[config.mk]
export PLATFORM = sky130hd
export DESIGN_NAME = vga_grid_scanner_flat
export DESIGN_NICKNAME = d
export VERILOG_FILES = /design/src/rtl/vga_pkg.sv /design/src/rtl/vga_grid_scanner_if.sv /design/src/rtl/vga_grid_scanner_wrap.sv /design/src/rtl/vga_grid_scanner.sv /design/src/flat_wrapper.sv
export SDC_FILE = /design/constraint.sdc
export NUM_CORES = 1
export LEC_CHECK = 0
export BUFFER_PORTS_ARGS = -buffer_cell sky130_fd_sc_hd__buf_2
export CORE_ASPECT_RATIO = 0.8
export CORE_UTILIZATION = 61
export DETAILED_ROUTE_END_ITERATION = 10
export HOLD_SLACK_MARGIN = 0.08
export MAX_ROUTING_LAYER = met4
export PLACE_DENSITY = 0.84
export SYNTH_ARGS = -nofsm -noshare
export SYNTH_HDL_FRONTEND = slang
export SYNTH_HIERARCHICAL = 1
export SYNTH_SLANG_ARGS = --single-unit
[constraint.sdc]
create_clock -name Clk -period 4.8 [get_ports Clk]
set_input_delay 0.24 -clock Clk [delete_from_list [all_inputs] [get_ports Clk]]
set_output_delay 0.24 -clock Clk [all_outputs]
set_load 0.02 [all_outputs]
[src/rtl/vga_pkg.sv]
// Shared VGA 640x480@60 timing and playfield geometry for the scanner and its consumers.
package vga_pkg;

  localparam int H_VIS  = 640;
  localparam int H_FP   = 16;
  localparam int H_SYNC = 96;
  localparam int H_TOT  = 800;

  localparam int V_VIS  = 480;
  localparam int V_FP   = 10;
  localparam int V_SYNC = 2;
  localparam int V_TOT  = 525;

  localparam int FIELD_X0 = 320;
  localparam int CELL     = 20;
  localparam int COLS     = 10;
  localparam int ROWS     = 22;

  typedef logic [9:0] coord_t;

endpackage

[src/rtl/vga_grid_scanner_if.sv]
// Pixel-coordinate bus from the scanner to the grid and sprite mappers.
interface vga_grid_scanner_if;

  logic            pix_tick;
  vga_pkg::coord_t DrawX;
  vga_pkg::coord_t DrawY;
  logic            hs;
  logic            vs;
  logic            de;
  logic            in_field;
  logic [3:0]      cell_col;
  logic [4:0]      cell_row;
  logic            grid_line;
  logic            frame_end;

  modport master (
    output pix_tick, DrawX, DrawY, hs, vs, de,
           in_field, cell_col, cell_row, grid_line, frame_end
  );

  modport slave (
    input  pix_tick, DrawX, DrawY, hs, vs, de,
           in_field, cell_col, cell_row, grid_line, frame_end
  );

endinterface

[src/rtl/vga_grid_scanner_wrap.sv]
// Modulo-(MAX+1) counter with synchronous clear; wrap flags the terminal count.
module wrap_counter #(
  parameter int MAX   = 1,
  parameter int WIDTH = $clog2(MAX + 1)
) (
  input  logic             Clk,
  input  logic             Reset,
  input  logic             en,
  input  logic             clr,
  output logic [WIDTH-1:0] q,
  output logic             wrap
);

  logic [WIDTH-1:0] q_q, q_d;

  assign wrap = (q_q == WIDTH'(MAX));
  assign q    = q_q;

  // NOTE: default assignment first so every path drives q_d and no latch is inferred.
  always_comb begin
    q_d = q_q;
    if (clr) begin
      q_d = '0;
    end else if (en) begin
      q_d = wrap ? '0 : q_q + 1'b1;
    end
  end

  // NOTE: non-blocking assignment so all flops sample their inputs from the same edge.
  always_ff @(posedge Clk or posedge Reset) begin
    if (Reset) begin
      q_q <= '0;
    end else begin
      q_q <= q_d;
    end
  end

endmodule

[src/rtl/vga_grid_scanner.sv]
// 640x480@60 scan generator with incremental 10x22 playfield cell tracking;
// every decode is taken from registered state so it lines up with DrawX/DrawY.
module vga_grid_scanner #(
  parameter int CLK_DIV  = 2,
  parameter int FIELD_X0 = vga_pkg::FIELD_X0,
  parameter int CELL     = vga_pkg::CELL,
  parameter int COLS     = vga_pkg::COLS,
  parameter int ROWS     = vga_pkg::ROWS
) (
  input  logic                Clk,
  input  logic                Reset,
  vga_grid_scanner_if.master  vga
);

  typedef vga_pkg::coord_t coord_t;

  localparam int DIV_W  = (CLK_DIV > 1) ? $clog2(CLK_DIV) : 1;
  localparam int CW     = $clog2(CELL);
  localparam int XC_OFS = FIELD_X0 / CELL;
  localparam int XC_MAX = XC_OFS + COLS;
  localparam int YC_MAX = ROWS;
  localparam int XCW    = $clog2(XC_MAX + 1);
  localparam int YCW    = $clog2(YC_MAX + 1);

  localparam coord_t H_VIS_C = coord_t'(vga_pkg::H_VIS);
  localparam coord_t V_VIS_C = coord_t'(vga_pkg::V_VIS);
  localparam coord_t HS_LO   = coord_t'(vga_pkg::H_VIS + vga_pkg::H_FP);
  localparam coord_t HS_HI   = coord_t'(vga_pkg::H_VIS + vga_pkg::H_FP + vga_pkg::H_SYNC);
  localparam coord_t VS_LO   = coord_t'(vga_pkg::V_VIS + vga_pkg::V_FP);
  localparam coord_t VS_HI   = coord_t'(vga_pkg::V_VIS + vga_pkg::V_FP + vga_pkg::V_SYNC);
  localparam coord_t X_LO    = coord_t'(FIELD_X0);
  localparam coord_t X_HI    = coord_t'(FIELD_X0 + COLS * CELL);
  localparam coord_t Y_HI    = coord_t'(ROWS * CELL);

  logic [DIV_W-1:0] div_q, div_d;
  logic             adv, line_adv, frame_adv;

  coord_t           h_cnt, v_cnt, h_nxt, v_nxt;
  logic             h_end, v_end;
  logic [CW-1:0]    xm_cnt, ym_cnt;
  logic             xm_end, ym_end;
  logic [XCW-1:0]   xc_q, xc_d;
  logic [YCW-1:0]   yc_q, yc_d;

  logic             hs_q, hs_d, vs_q, vs_d;
  logic             pix_tick_q, frame_end_q;
  logic             in_field;

  assign adv       = (div_q == DIV_W'(CLK_DIV - 1));
  assign line_adv  = adv & h_end;
  assign frame_adv = line_adv & v_end;

  always_comb begin
    div_d = adv ? '0 : div_q + 1'b1;
  end

  wrap_counter #(.MAX(vga_pkg::H_TOT - 1), .WIDTH(10)) u_h (
    .Clk(Clk), .Reset(Reset), .en(adv), .clr(1'b0), .q(h_cnt), .wrap(h_end)
  );

  wrap_counter #(.MAX(vga_pkg::V_TOT - 1), .WIDTH(10)) u_v (
    .Clk(Clk), .Reset(Reset), .en(line_adv), .clr(1'b0), .q(v_cnt), .wrap(v_end)
  );

  wrap_counter #(.MAX(CELL - 1), .WIDTH(CW)) u_xm (
    .Clk(Clk), .Reset(Reset), .en(adv), .clr(line_adv), .q(xm_cnt), .wrap(xm_end)
  );

  // V_TOT is not a multiple of CELL, so ym needs an explicit clear at frame wrap.
  wrap_counter #(.MAX(CELL - 1), .WIDTH(CW)) u_ym (
    .Clk(Clk), .Reset(Reset), .en(line_adv), .clr(frame_adv), .q(ym_cnt), .wrap(ym_end)
  );

  // Cell counters stop at the first cell past the field, which is all the decode needs.
  always_comb begin
    xc_d = xc_q;
    if (line_adv) begin
      xc_d = '0;
    end else if (adv && xm_end && (xc_q != XCW'(XC_MAX))) begin
      xc_d = xc_q + 1'b1;
    end
  end

  always_comb begin
    yc_d = yc_q;
    if (frame_adv) begin
      yc_d = '0;
    end else if (line_adv && ym_end && (yc_q != YCW'(YC_MAX))) begin
      yc_d = yc_q + 1'b1;
    end
  end

  // Syncs are decoded from the coordinate about to be loaded so they switch with it.
  always_comb begin
    h_nxt = h_cnt;
    v_nxt = v_cnt;
    if (adv) begin
      h_nxt = h_end ? '0 : h_cnt + 1'b1;
    end
    if (frame_adv) begin
      v_nxt = '0;
    end else if (line_adv) begin
      v_nxt = v_cnt + 1'b1;
    end
    hs_d = !((h_nxt >= HS_LO) && (h_nxt < HS_HI));
    vs_d = !((v_nxt >= VS_LO) && (v_nxt < VS_HI));
  end

  always_ff @(posedge Clk or posedge Reset) begin
    if (Reset) begin
      div_q       <= '0;
      xc_q        <= '0;
      yc_q        <= '0;
      hs_q        <= 1'b1;
      vs_q        <= 1'b1;
      pix_tick_q  <= 1'b0;
      frame_end_q <= 1'b0;
    end else begin
      div_q       <= div_d;
      xc_q        <= xc_d;
      yc_q        <= yc_d;
      hs_q        <= hs_d;
      vs_q        <= vs_d;
      pix_tick_q  <= adv;
      frame_end_q <= frame_adv;
    end
  end

  assign in_field = (h_cnt >= X_LO) && (h_cnt < X_HI) && (v_cnt < Y_HI);

  assign vga.pix_tick  = pix_tick_q;
  assign vga.frame_end = frame_end_q;
  assign vga.DrawX     = h_cnt;
  assign vga.DrawY     = v_cnt;
  assign vga.hs        = hs_q;
  assign vga.vs        = vs_q;
  assign vga.de        = (h_cnt < H_VIS_C) && (v_cnt < V_VIS_C);
  assign vga.in_field  = in_field;
  assign vga.cell_col  = in_field ? 4'(xc_q - XCW'(XC_OFS)) : 4'd0;
  assign vga.cell_row  = in_field ? 5'(yc_q) : 5'd0;
  assign vga.grid_line = (h_cnt >= X_LO) && (h_cnt <= X_HI) && (v_cnt <= Y_HI) &&
                         ((xm_cnt == '0) || (ym_cnt == '0));

endmodule

[src/flat_wrapper.sv]
// flat-port wrapper written by rule: the top's interface ports become plain ports
module vga_grid_scanner_flat 
#(
  parameter int CLK_DIV  = 2,
  parameter int FIELD_X0 = vga_pkg::FIELD_X0,
  parameter int CELL     = vga_pkg::CELL,
  parameter int COLS     = vga_pkg::COLS,
  parameter int ROWS     = vga_pkg::ROWS
)
  (Clk, Reset, vga_pix_tick, vga_DrawX, vga_DrawY, vga_hs, vga_vs, vga_de, vga_in_field, vga_cell_col, vga_cell_row, vga_grid_line, vga_frame_end);
  vga_grid_scanner_if vga_i ();
  input  logic Clk;
  input  logic Reset;
  output wire logic [$bits(vga_i.pix_tick)-1:0] vga_pix_tick;
  output wire logic [$bits(vga_i.DrawX)-1:0] vga_DrawX;
  output wire logic [$bits(vga_i.DrawY)-1:0] vga_DrawY;
  output wire logic [$bits(vga_i.hs)-1:0] vga_hs;
  output wire logic [$bits(vga_i.vs)-1:0] vga_vs;
  output wire logic [$bits(vga_i.de)-1:0] vga_de;
  output wire logic [$bits(vga_i.in_field)-1:0] vga_in_field;
  output wire logic [$bits(vga_i.cell_col)-1:0] vga_cell_col;
  output wire logic [$bits(vga_i.cell_row)-1:0] vga_cell_row;
  output wire logic [$bits(vga_i.grid_line)-1:0] vga_grid_line;
  output wire logic [$bits(vga_i.frame_end)-1:0] vga_frame_end;
  assign vga_pix_tick = vga_i.pix_tick;
  assign vga_DrawX = vga_i.DrawX;
  assign vga_DrawY = vga_i.DrawY;
  assign vga_hs = vga_i.hs;
  assign vga_vs = vga_i.vs;
  assign vga_de = vga_i.de;
  assign vga_in_field = vga_i.in_field;
  assign vga_cell_col = vga_i.cell_col;
  assign vga_cell_row = vga_i.cell_row;
  assign vga_grid_line = vga_i.grid_line;
  assign vga_frame_end = vga_i.frame_end;
  vga_grid_scanner #(.CLK_DIV(CLK_DIV), .FIELD_X0(FIELD_X0), .CELL(CELL), .COLS(COLS), .ROWS(ROWS)) u_core (.Clk(Clk), .Reset(Reset), .vga(vga_i));
endmodule
==> summary.md, run 1 <==
| Metric | Value |
|---|---|
| Die height | 62.8 um |
| Fin crit share | 60.1% |
| Synth unique cells | 57 |
| GPL Wtd Cong | 0.860 |
| Net count reported at finish | around 360 |
| Share of post-route cells with drive strength above 1 | 20.1% |
| M2 GR Usage | 44.0% |
| Flops & latches, synth | 45 |
| Crit path max fanout | 28 |
| Sequential Power Share | 60.1% |
| Initial antenna violation count | 0 |
| Worst path required time | 5.02 ns |
| Setup TNS | 0 ns |
| Reg-to-Reg Start | u_core/u_h/q[0] |
| Setup Skew | 0.00730 ns |
| 1st-iter DRT viols | 124 |
| Skew-Pair Late Insertion Delay | 0.29 ns |
| Synthesized instance count | 295 |
| Hold Path Class | in -> async |
| CTS tree | yes |
| Avg Cell Area, Syn | 9.55 um2 |
| Fin. Hold Viols | 0 |
| Post-route ant nets | 0 |
| Vias in the first global route | 2195 |
| Site row count | 21 |
| Slew HR | 50.8% |
| Most used routing layer | met2 |
| Post-CTS repair timing setup buffer count | 0 |
| WL per Instance | 14.9 um |
| Drt pass-1 iters | 4 |
| Final-report setup violation count | 0 |
| Psw | between 0.1 and 0.15 mW |
| Largest net degree at the start of global routing | 29 |
| Post-synthesis sequential area ratio | approximately 40% |
| First-pass GRT wire length | around 10000 um |
| Sw frac | 23.3% |
| Leakage | 1.45 nW |
| Top_reg_cell synth | dfrtp_1 |
| Via count | 2425 |
| Fillers | between 300 and 400 |
| Clock power share | 36.8% |
| Kind of end point of the critical path | flop |
| Core Area | 0.00431 mm2 |
| DP Area | 0.00307 mm2 |
| WL final | 5970 um |
| Final Cell Area | 0.00317 mm2 |
| I/O pins | 38 |
| Max VDD drop | about 0.15 mV |
| Vias per cell | 6.05 |
| Total clock sinks | 45 |
| Slew @ Worst Pin | 0.738 ns |
| Die Span X | 78.0 um |
| Clock Tree Buf Depth | 2 |
| P per Cell Area | 200 mW/mm2 |
| CTS Buf Count | 5 |
| FFs w/ async S/R, synth | 100% |
| Internal power | 0.487 mW |
| Max Clk Rate | 0.347 GHz |
| Ant diodes | 0 |
| Reg2reg path depth | 8 |
| Hpwl dp | 4250 um |
| Area growth syn-to-layout | 12.6% |
| Status | finished clean |
| Clock slew at reported path FFs | 0.09 ns |
| PortBufs | 37 |
| Die area | slightly below 0.005 mm2 |
| Comb power frac | 3.1% |
| Synthesized area | 0.00282 mm2 |
| Hold_buf cts | 1 |
| CTS resizes | 0 |
| Met3 Resource Use GR | 5.11% |
| Max Cap Viol | 0 |
| Syn. warnings | 6 |
| Drt drc | 0 |
| GRT Overall Usage | 27.3% |
| R2r endpoint | u_core/u_v/q[9] |
| Slew Limit Fails | 0 |
| Root Buffer | clkbuf_8 |
| Number of synthesized flops with an enable pin | 0 |
| RSZ-0062 raised after global routing | no |
| CP Launch Type | flop |
| Initial Util | 65.4% |
| Worst R2R Setup Slack | 1.92 ns |
| CP Class | reg -> reg |
| Worst EP arrival | 3.11 ns |
| Met1 Use GR | 35.9% |
| Min Tclk post-route | just under 3 ns |
| GRT overflow | 0 |
| # H-tree levels | 2 |
-- logic make-up after synthesis --
kind of cell    synth area share [%]
simple gates                    25.8
compound gates                  17.5
flops                           40.1
buf+inv                         3.86
xor+xnor                        5.91
fa+ha+maj                       4.89
mux                             1.91
other cells                    0.133
-- layout make-up --
cell class,count,area [um2],share of cell area (%)
clock inverter,2,15.0,0.473
clock buffer,6,72.6,2.29
multi-input combinational,232,1610,50.6
timing repair buffer,38,195,6.15
inverter,21,83.8,2.64
sequential,45,1130,35.6
tap,57,71.3,2.25
-- Yosys cell counts (all sizes together) (3+ instances only) --
cell type	n	area, um2
o2111ai	3	26.3
nand4b	4	35.0
o31ai	9	67.6
a211oi	3	22.5
ha	11	138
dfrtp	43	1080
xnor2	8	70.1
mux2	3	33.8
and2	9	56.3
nor3	5	25.0
nand4	12	90.1
nand3b	3	22.5
o21ai	7	35.0
nand2b	3	18.8
o311ai	4	35.0
or4	9	75.1
and3	6	42.5
xor2	11	96.3
nor2	24	90.1
o41ai	3	63.8
inv	21	83.8
a21oi	25	133
nand2	21	86.3
nand3	13	70.1
or3	4	26.3
-- critical path, stage by stage, from the launching register on --
cell and delay (ns):
dfrtp_1 0.54, ha_1 0.30, nand4_4 0.19, nor3_1 0.44, nand2_4 0.13, inv_6 0.22, o2111ai_1 0.27, or4_1 0.57
a21oi_1 0.15
-- registers in the layout, summed over array words and instances (netlist names) --
register,cells
u_core/xc_q,5
u_core/u_v/q,10
u_core/u_ym/q,5
u_core/yc_q,5
u_core/u_h/q,10
u_core/vga.hs,1
u_core/vga.vs,1
u_core/u_xm/q,5
u_core/adv,1
u_core/vga.frame_end,1
u_core/vga.pix_tick,1
-- per-stage QoR --
stage	instances	hold slack [ns]	worst slack [ns]	util, %	power (mW)
2_1_floorplan	302	0.0185	2.11	-	0.403
3_3_place_gp	392	0.185	2.04	71.3	0.408
3_5_place_dp	392	0.196	1.95	71.3	0.408
4_1_cts	401	0.423	1.92	73.6	0.637
5_1_grt	401	0.441	1.70	73.6	0.658
6_report	401	0.422	1.92	73.6	0.635
-- layer usage --
layer / routed length [um] / part of all wire, %
met1: 2820 / 47
met2: 2890 / 48
met3: 235 / 3.9
met4: 29 / 0.49
met5: 0 / 0
-- worst max-delay path by stage --
stage	start	cells after the start	slack, ns	endpoint
detailed placement	u_core/u_h/q[0]	8	1.95	u_core/u_v/q[9]
CTS	u_core/u_h/q[0]	8	1.92	u_core/u_v/q[9]
floorplan	u_core/u_h/q[0]	8	2.11	u_core/u_v/q[9]
global placement	u_core/u_h/q[0]	8	2.04	u_core/u_v/q[9]
global route	u_core/u_h/q[0]	8	1.70	u_core/u_v/q[9]
finish	u_core/u_h/q[0]	8	1.92	u_core/u_v/q[9]
-- placed cells by master (no fill, tap or decap), types with 3 or more instances in the layout --
| master | instances |
|---|---|
| a211oi_1 | 3 |
| a21oi_1 | 23 |
| and2_1 | 9 |
| and3_2 | 4 |
| buf_2 | 37 |
| clkbuf_8 | 5 |
| conb_1 | 8 |
| dfrtp_1 | 43 |
| ha_1 | 11 |
| inv_1 | 20 |
| mux2_2 | 3 |
| nand2_1 | 20 |
| nand2b_1 | 3 |
| nand3_1 | 12 |
| nand3b_1 | 3 |
| nand4_1 | 11 |
| nand4b_1 | 4 |
| nor2_1 | 24 |
| nor3_1 | 5 |
| o2111ai_1 | 3 |
| o21ai_0 | 7 |
| o311ai_0 | 4 |
| o31ai_1 | 9 |
| or3_1 | 3 |
| or4_1 | 7 |
| xnor2_1 | 8 |
| xor2_1 | 11 |
-- power by group through the flow --
stage,clock network (mW),registers [mW],logic [mW]
6_report,0.233,0.382,0.0197
5_1_grt,0.253,0.382,0.0229
4_1_cts,0.236,0.382,0.0199
3_5_place_dp,0,0.389,0.0192
3_3_place_gp,0,0.389,0.0193
2_1_floorplan,0,0.390,0.0133
No activity file was read; power rests on OpenSTA's default activity.
==> inputs of run 2 (changes only) <==
- CORE_UTILIZATION: 61 -> 58
- PLACE_DENSITY: 0.84 -> 0.8
- clock period: 4.8 -> 2.9 ns (I/O delays scaled with it)
==> run 2 against run 1 <==
  * Clock power increased by 67%
  * Routed wire length increased by 3.2%
  * Setup slack got worse by 1.6 ns
  * Sequential power increased by 65%
  * Design area increased by 1.5%
  * Sequential share of layout area decreased by 0.51 points
==> summary.md, run 2 (synthesis gave the netlist of run 1 again) <==
| Metric | Value |
|---|---|
| Max Clk Rate | between 0.3 and 0.4 GHz |
| Initial Util | 60.9% |
| Slew HR | between 50% and 60% |
| Fillers | approximately 370 |
| Pwr Total | 1.05 mW |
| Area growth syn-to-layout | 14.3% |
| Pre-CTS setup slack | 0.169 ns |
| Hpwl dp | 4330 um |
| Worst R2R Setup Slack | between 0.2 and 0.3 ns |
| Fin crit share | 90.0% |
| Initial antenna violation count | 0 |
| Leakage | ~1.5 nW |
| CP Launch Type | flop |
| Post-CTS repair timing setup buffer count | 0 |
| 1st-iter DRT viols | 131 |
| Min Tclk post-route | around 2.6 ns |
| CTS tree | yes |
| Most frequent cells in the layout | 43 x dfrtp_1, 37 x buf_2, 24 x nor2_1 |
| Site row count | 22 |
| Crit path max fanout | 12 |
| Max Cap Viol | 0 |
| Worst Setup SP | u_core/u_h/q[0] |
| Hold Path Class | in -> async |
| Slew @ Worst Pin | 0.606 ns |
| Worst EP arrival | 2.83 ns |
| Post-route ant nets | 0 |
| Min setup slack post-route | 0.290 ns |
| Vias in the first global route | 2180 |
| Die area | 0.00514 mm2 |
| PortBufs | 37 |
| Vias per cell | 5.93 |
| First-pass GRT wire length | 10100 um |
| P per Cell Area | 327 mW/mm2 |
| I/O pins | 38 |
| CTS Buf Count | 5 |
| Fin. Hold Viols | 0 |
| Share of post-route cells with drive strength above 1 | 21.5% |
| Root Buffer | clkbuf_8 |
| # H-tree levels | 2 |
| Largest net degree at the start of global routing | 21 |
| Skew-Pair Late Insertion Delay | between 0.2 and 0.3 ns |
| GRT overflow | 0 |
| CP Class | reg -> reg |
| Setup Skew | 0.00761 ns |
| Clock slew at reported path FFs | 0.09 ns |
| RSZ-0062 raised after global routing | no |
| Net count reported at finish | approximately 360 |
| Max VDD drop | approximately 0.32 mV |
| Worst path required time | between 3 and 4 ns |
| Status | finished clean |
| GPL Wtd Cong | around 0.87 |
| WL final | 6160 um |
| Drt pass-1 iters | 6 |
| Via count | 2424 |
| Core Area | 0.00462 mm2 |
| Clock Tree Buf Depth | 2 |
| Total clock sinks | 45 |
| WL per Instance | between 15 and 20 um |
| Die height | 64.3 um |
| Reg-to-Reg Start | u_core/u_h/q[0] |
| Kind of end point of the critical path | flop |
| GRT Overall Usage | 26.0% |
| Die Span X | 79.9 um |
| Final-report setup violation count | 0 |
| Ant diodes | 0 |
| Drt drc | 0 |
| Most common cell after layout, fill and taps aside | dfrtp_1 |
| Slew Limit Fails | 0 |
| Setup TNS | 0 ns |
## run 2: final cells by class
class / instances / area (um2) / area share [%]
Inverter: 21 / 83.8 / 2.60
Multi-Input combinational cell: 232 / 1610 / 50.0
Clock inverter: 2 / 15.0 / 0.467
Sequential cell: 45 / 1130 / 35.1
Tap cell: 60 / 75.1 / 2.33
Timing Repair Buffer: 43 / 233 / 7.23
Clock buffer: 6 / 72.6 / 2.26
## run 2: power breakdown
part	switching (mW)	internal, mW
Sequential	0.00367	0.628
Combinational	0.0251	0.00792
Clock	0.218	0.170
## run 2: final timing paths
check	to	cells past startpoint
max	u_core/u_v/q[9]	8
min	u_core/u_ym/q[2]	3
max reg2reg	u_core/u_v/q[9]	8
min reg2reg	u_core/xc_q[4]	2
max in group asynchronous	u_core/yc_q[4]	3
min in group Clk	u_core/xc_q[4]	2
## run 2: worst max-delay path, stage by stage, from the launching register on
cell and delay [ns]:
dfrtp_1 0.54, ha_1 0.29, nand4_4 0.18, nor3_2 0.33, nand2_4 0.11, inv_6 0.11
o2111ai_1 0.25, or4_1 0.57, a21oi_1 0.14
## run 2: per-stage QoR
stage,util (%),hold WS [ns],area (um2),cells
after floorplan,-,-0.0765,2840,302
after global routing,69.6,0.350,3220,409
final,69.6,0.328,3220,409
after CTS,69.5,0.330,3210,409
after detailed placement,67.4,0.108,3120,400
after global placement,67.4,0.0976,3120,400
## run 2: metal layers
metal | part of all wire [%] | track usage [%] | up-vias
met5 | 0 | - | -
met4 | 0.37 | 5.13 | 0
met3 | 4.2 | 4.71 | 2
met2 | 48 | 41.0 | 72
met1 | 47 | 35.2 | 1159
li1 | - | - | 1191
## run 2: timing repair
item | CTS | global route
hold buffers | 1 | 0
endpoints found under the hold margin | 43 | 0
gates resized for setup | 0 | 1
endpoints found under the setup margin | 0 | 5
